**src/rtl/ipad_debounce.sv**
```systemverilog
// Input pad receiver: synchronizes the raw pad level and accepts a level change only
// after FILTER_LEN consecutive equal samples, emitting one-cycle rise/fall pulses.
(* CLASS = "input" *)
module ipad_debounce #(
  parameter int SYNC_STAGES = 2,
  parameter int FILTER_LEN  = 4,
  parameter int CNT_W       = 8
) (
  input  logic clk,
  input  logic rst_n,
  input  logic inpad,
  input  logic en,
  output logic level,
  output logic rise,
  output logic fall,
  output logic busy
);

  typedef enum logic [1:0] {STABLE_LO, QUAL_HI, STABLE_HI, QUAL_LO} state_e;

  localparam logic [CNT_W-1:0] CNT_ONE  = CNT_W'(1);
  localparam logic [CNT_W-1:0] CNT_LAST = CNT_W'(FILTER_LEN - 1);

  logic [SYNC_STAGES-1:0] sync_q;
  logic                   s;
  state_e                 state_q, state_d;
  logic [CNT_W-1:0]       cnt_q, cnt_d;
  logic                   level_q, rise_q, fall_q;
  logic                   level_d;

  always_ff @(posedge clk or negedge rst_n) begin
    if (!rst_n) sync_q <= '0;
    else        sync_q <= {sync_q[SYNC_STAGES-2:0], inpad};
  end

  assign s = sync_q[SYNC_STAGES-1];

  always_comb begin
    state_d = state_q;
    cnt_d   = cnt_q;
    case (state_q)
      STABLE_LO: if (en && s) begin
        if (FILTER_LEN == 1) state_d = STABLE_HI;
        else begin
          state_d = QUAL_HI;
          cnt_d   = CNT_ONE;
        end
      end
      QUAL_HI: begin
        // Disable or a single disagreeing sample drops back without a pulse.
        if (!en || !s) begin
          state_d = STABLE_LO;
          cnt_d   = '0;
        end else if (cnt_q == CNT_LAST) begin
          state_d = STABLE_HI;
          cnt_d   = '0;
        end else begin
          cnt_d = cnt_q + CNT_ONE;
        end
      end
      STABLE_HI: if (en && !s) begin
        if (FILTER_LEN == 1) state_d = STABLE_LO;
        else begin
          state_d = QUAL_LO;
          cnt_d   = CNT_ONE;
        end
      end
      QUAL_LO: begin
        if (!en || s) begin
          state_d = STABLE_HI;
          cnt_d   = '0;
        end else if (cnt_q == CNT_LAST) begin
          state_d = STABLE_LO;
          cnt_d   = '0;
        end else begin
          cnt_d = cnt_q + CNT_ONE;
        end
      end
      default: begin
        state_d = STABLE_LO;
        cnt_d   = '0;
      end
    endcase
  end

  assign level_d = (state_d == STABLE_HI) || (state_d == QUAL_LO);

  // Pulses come from the level edge, so a QUAL_x revert never produces one.
  always_ff @(posedge clk or negedge rst_n) begin
    if (!rst_n) begin
      state_q <= STABLE_LO;
      cnt_q   <= '0;
      level_q <= 1'b0;
      rise_q  <= 1'b0;
      fall_q  <= 1'b0;
    end else begin
      state_q <= state_d;
      cnt_q   <= cnt_d;
      level_q <= level_d;
      rise_q  <= level_d & ~level_q;
      fall_q  <= ~level_d & level_q;
    end
  end

  assign level = level_q;
  assign rise  = rise_q;
  assign fall  = fall_q;
  assign busy  = (state_q == QUAL_HI) || (state_q == QUAL_LO);

endmodule

```
**config.mk**
```make
export PLATFORM = sky130hd
export DESIGN_NAME = ipad_debounce
export DESIGN_NICKNAME = d
export VERILOG_FILES = /design/src/rtl/ipad_debounce.sv
export SDC_FILE = /design/constraint.sdc
export NUM_CORES = 1
export LEC_CHECK = 0
export BUFFER_PORTS_ARGS = -buffer_cell sky130_fd_sc_hd__buf_2
export CELL_PAD_IN_SITES_DETAIL_PLACEMENT = 0
export CELL_PAD_IN_SITES_GLOBAL_PLACEMENT = 1
export CORE_AREA = 2 2 42 44
export DETAILED_ROUTE_END_ITERATION = 6
export DIE_AREA = 0 0 44 46
export GPL_ROUTABILITY_DRIVEN = 0
export GPL_TIMING_DRIVEN = 0
export PLACE_DENSITY = 0.84
export SETUP_SLACK_MARGIN = 0.05
export SYNTH_ARGS = -nofsm -noshare
export SYNTH_HDL_FRONTEND = slang
export SYNTH_SLANG_ARGS = --single-unit
export TNS_END_PERCENT = 5
```
**constraint.sdc**
```tcl
create_clock -name clk -period 2.7 [get_ports clk]
set_input_delay 0.135 -clock clk [delete_from_list [all_inputs] [get_ports clk]]
set_output_delay 0.135 -clock clk [all_outputs]
set_load 0.01 [all_outputs]
```
# ---- Word level (Yosys, flattened, before mapping)
# Cells that the tools add are included.
# W data, S select, Z words.
dict set report totals {
  wordCells 42
  in_bits 4
  out_inout_bits 4
  ff_bits 15
}
dict set report classes {
  bitwise 4
  add_sub_neg 1
  reduce_logical 10
  muxes 13
  eq_ne 8
}
# operator count
set ops {}
lappend ops {{$mux W8} 5}
lappend ops {{$pmux W8 S4} 1}
lappend ops {{$mux W2} 6}
lappend ops {{$add A8 B1 Y8 const B} 1}
lappend ops {{$eq A2 B2 Y1 const B} 4}
lappend ops {{$eq A8 B2 Y1 const B} 1}
lappend ops {{$pmux W2 S4} 1}
lappend ops {{$logic_or A1 B1 Y1} 4}
lappend ops {{$ne A2 B2 Y1 const B} 2}
lappend ops {{$and A1 B1 Y1} 2}
lappend ops {{$eq A2 B1 Y1 const B} 1}
lappend ops {{$logic_and A1 B1 Y1} 2}
lappend ops {{$logic_not A1 Y1} 2}
lappend ops {{$logic_not A2 Y1} 1}
lappend ops {{$not A1 Y1} 2}
lappend ops {{$reduce_and A2 Y1} 1}

# ---- Depth between registers and ports, before layout
dict set report logic_depth {
  word_depth 8
  depth_mapped 5
  depth_no_buf 5
}

# ---- Worst setup path before layout
# No wires, ideal clock.
dict set report synth_path {
  path_type {reg-to-reg}
  from {reg cnt_q[0]}
  to {reg level_q, in the netlist level}
  t_required_ps 2575
  setup_ps 125
  n_path_buf 0
  synth_period_minus_slack_ps 1808
  path_slack_ps 892
  arrival_ps 1683
  stages_incl_launch_ff 6
  path_cell_list {dfrtp_1 ha_1 or4b_4 nor4_4 nand3_2 mux2_4}
}
dict set report synth_via {
  elab_chain_cells 6
  elab_cells_between_ends 9
  cone_classes {3 x eq/ne; 5 x mux; 1 x reduce/logical}
}
# item line
set synth_lines {}
lappend synth_lines {{start: declaration} 27} ;# logic [CNT_W-1:0] cnt_q, cnt_d;
lappend synth_lines {{start signal: assignment} 98} ;# cnt_q <= cnt_d;
lappend synth_lines {{$eq A8 B2 Y1 *} {54, 72}}
lappend synth_lines {{$mux W2, on equally long branches} {72, 54}}
lappend synth_lines {{$mux W2, on equally long branches} {69, 51}}
lappend synth_lines {{$pmux W2 S4 *} 41} ;# case (state_q)
lappend synth_lines {{$eq A2 B2 Y1} 86} ;# assign level_d = (state_d == STABLE_HI) || (state_d == QUAL_LO);
lappend synth_lines {{$logic_or A1 B1 Y1 *} 86}
lappend synth_lines {{net level_d} 29} ;# logic level_d;
lappend synth_lines {{end signal: assignment} 99} ;# level_q <= level_d;
lappend synth_lines {{end: declaration} 28} ;# logic level_q, rise_q, fall_q;
# Mark *: on every way through the listed nets, which the timed path passes. The rest lies on a longest branch.
# A chain may end at the register's enable or synchronous reset.

# ---- Final worst setup path
# Ends and elaborated chain as after synthesis.

==> results by group <==
Clock network
  • Reg clk slew, reported paths: 90 ps
  • CTS Buf Count: 3
  • Skew-Pair Late Insertion Delay: 290 ps
  • Post-CTS Resized: 0
  • Post-CTS Setup Inserts: 0
  • CTS max path bufs: 2
  • Clk sink count: 14
  • Hold-fix buffers at CTS: 2
  • Root Driver: clkbuf_4
  • CTS tree: built
  • H-tree depth: 1

Detailed routing
  • Antenna Nets Post-Route: 0
  • Wire length per cell: 13.4 um
  • Post-DR vias/cell: 5.74
  • DRT iter0 DRCs: 12
  • Total number of vias: 545
  • DRT Pass-1 Iters: 4
  • Number of remaining DRC errors: 0
  • Final wirelength: 1.28 mm

Floorplan
  • CORE AREA: 1610 um^2
  • Ports: 8
  • Die area: 2020 um^2
  • Starting density of the core: 42.8%
  • Rows: 15
  • Die boundary width: 44 um
  • DIE HEIGHT: 46 um

STA
  • RSZ-0062 raised after global routing: no
  • Fin Setup TNS: 0 ps
  • Max Freq: 507 MHz
  • Slew Viols, Final: 0
  • Fin crit share: 73.0%
  • Clock skew: 1.04 ps
  • # setup viols final: 0
  • Max-slew headroom: 64.6%
  • Slew @ Worst Pin: 532 ps
  • Final Hold Viols: 0
  • Minimum clock period: 1970 ps

Placement
  • Port Buf Inserts: 7
  • Post-detail-place hpwl: 894 um
  • Cell Area, Placed: 747 um^2

Yosys
  • Syn avg cell area: 10.6 um^2
  • EDFF count, synth: 0
  • Synthesized cell area: 691 um^2
  • Post-Syn Instances: 65
  • Synth Flop Type: dfrtp_1
  • Post-synth top area share: 50.7%
  • Post-synth cell types: 28
  • Post-synthesis register bit count: 14
  • Synth warn: 0
  • Asr flop ratio synth: 100%
  • Seq/Total Area, Yosys: 50.7%
  • Syn nets: 70
  • Cell accounting for the most synthesized area: dfrtp_1
  • Synth area leaders: dfrtp_1, nand3_1, a21oi_1, nand2_1, nor4_4

GRT
  • Gr usage total: 14.6%
  • Overflow after GRT: 0
  • Initial antenna violation count: 0
  • Met3 usage: 3.57%
  • Vias in the first global route: 494
  • First-pass GRT wire length: 2.12 mm
  • Layer with the highest usage: met2
  • Largest net degree at the start of global routing: 15
  • Met1 Use GR: 18.8%
  • Met2 Use GR: 23.8%

Layout
  • Fraction of layout cells with a size suffix above 1: 23.1%
  • Design area: 803 um^2
  • Diode count: 0
  • Final nets: 84
  • Area growth syn-to-layout: 16.3%

Worst setup path
  • Crit Path Max Fanout: 5
  • Worst path cell trace: ha_1 > or4b_4 > nor4_4 > nand3_2 > mux2_4
  • Worst Path Arrival: 2150 ps
  • Worst path bufs/invs: 0
  • Top Family by Delay on Critical Path: simple AND/OR/NAND/NOR gates
  • Setup crit start kind: flop
  • Critical path required time: 2880 ps
  • Setup crit end kind: flop
  • Crit Path Category: reg2reg
  • Critical Path Max Stage Delay: 490 ps
  • CP max stage cell: or4b_4

Hold path
  • Hold Path Class: in2reg

Power
  • VDD IR max: 0.271 mV
  • Pwr/cell area: 597 nW/um^2
  • Leakage: 0.353 nW

Job
  • Max_cap viols: 0

Run status
  • Outcome: complete, no violations
## registers in the layout (all words and copies together), names as in the netlist
signal,cells
cnt_q,8
level,1
state_q,1
sync_q,2
fall,1
rise,1
## worst paths after layout
check	startpoint	endpoint	slack, ps	cells past startpoint
worst max-delay path	cnt_q[0]$_DFFE_PN0P_	level$_DFF_PN0_	730	5
worst min-delay path	en	state_q[0]$_DFF_PN0_	100	3
worst max register to register	cnt_q[0]$_DFFE_PN0P_	level$_DFF_PN0_	730	5
worst min register to register	sync_q[0]$_DFF_PN0_	sync_q[1]$_DFF_PN0_	360	0
max in group asynchronous	rst_n	cnt_q[1]$_DFFE_PN0P_	2200	2
min in group asynchronous	rst_n	state_q[0]$_DFF_PN0_	260	2
## worst min-delay path: stages
cell and delay, ps:
buf_2 130, nand2_1 60, a21oi_1 30
## report_power, final
group	switching (mW)	internal [mW]	total, mW
clock network	0.0746	0.0822	0.157
registers	0.0173	0.226	0.243
logic	0.0440	0.0356	0.0796
## kinds of logic after synthesis
group,count (synthesis),share of synthesized area [%]
AOI/OAI and AO/OA,14,13.2
xor gates and xnor gates,1,1.27
and+or+nand+nor,28,27.4
adders and majority gates,1,1.81
buffers and inverters,6,3.44
DFF,14,50.7
muxes,1,2.17
## Yosys cell counts (all sizes together) (2+ instances only)
master and count:
and3 3, or2 2, o22ai 2, nor3b 2, nand3 7, dfrtp 14
o211ai 2, nand3b 2, nand2 6, a21oi 5, inv 3, clkbuf 2
## final cells by class
cell class	instances	area, um^2
buffer	3	12.5
fill	153	811
multi-input combinational	45	317
clock buffer	4	36.3
inverter	3	11.3
timing repair buffer	9	55.1
sequential	14	350
tap	17	21.3
## layer usage
| metal | vias to the layer above | part of all wire, % |
|---|---|---|
| met2 | 8 | 51 |
| met5 | - | 0 |
| li1 | 263 | - |
| met4 | 0 | 1.1 |
| met3 | 2 | 2.3 |
| met1 | 272 | 45 |
## per-stage QoR
step           hold slack [ps]  instances  worst slack [ps]  total power [mW]  utilization (%)
4_1_cts                    100         95               718             0.482             49.8
3_3_place_gp              46.8         89               730             0.323             46.3
5_1_grt                    127         95               605             0.503             49.8
2_1_floorplan             -161         65               892             0.299                -
6_report                   101         95               728             0.479             49.8
3_5_place_dp              50.2         89               731             0.325             46.3
## cell usage in the layout, fill, tap and decap left out
master	count
dfrtp_1	14
buf_2	8
nand2_1	6
nand3_1	6
a21oi_1	5
and3_1	3
inv_1	3
clkbuf_4	3
clkbuf_1	2
nor3b_1	2
or2_2	2
o211ai_1	2
nand3b_1	2
o22ai_1	2
dlygate4sd3_1	2
or4b_4	1
nor4_4	1
nand3_2	1
mux2_4	1
xor2_1	1
nand2b_1	1
or3_1	1
nor2b_1	1
a41oi_1	1
nand4bb_1	1
a211oi_1	1
a31oi_1	1
o31ai_1	1
a22o_1	1
ha_1	1
clkbuf_8	1
Note: power is estimated with default switching activity, not from simulation.
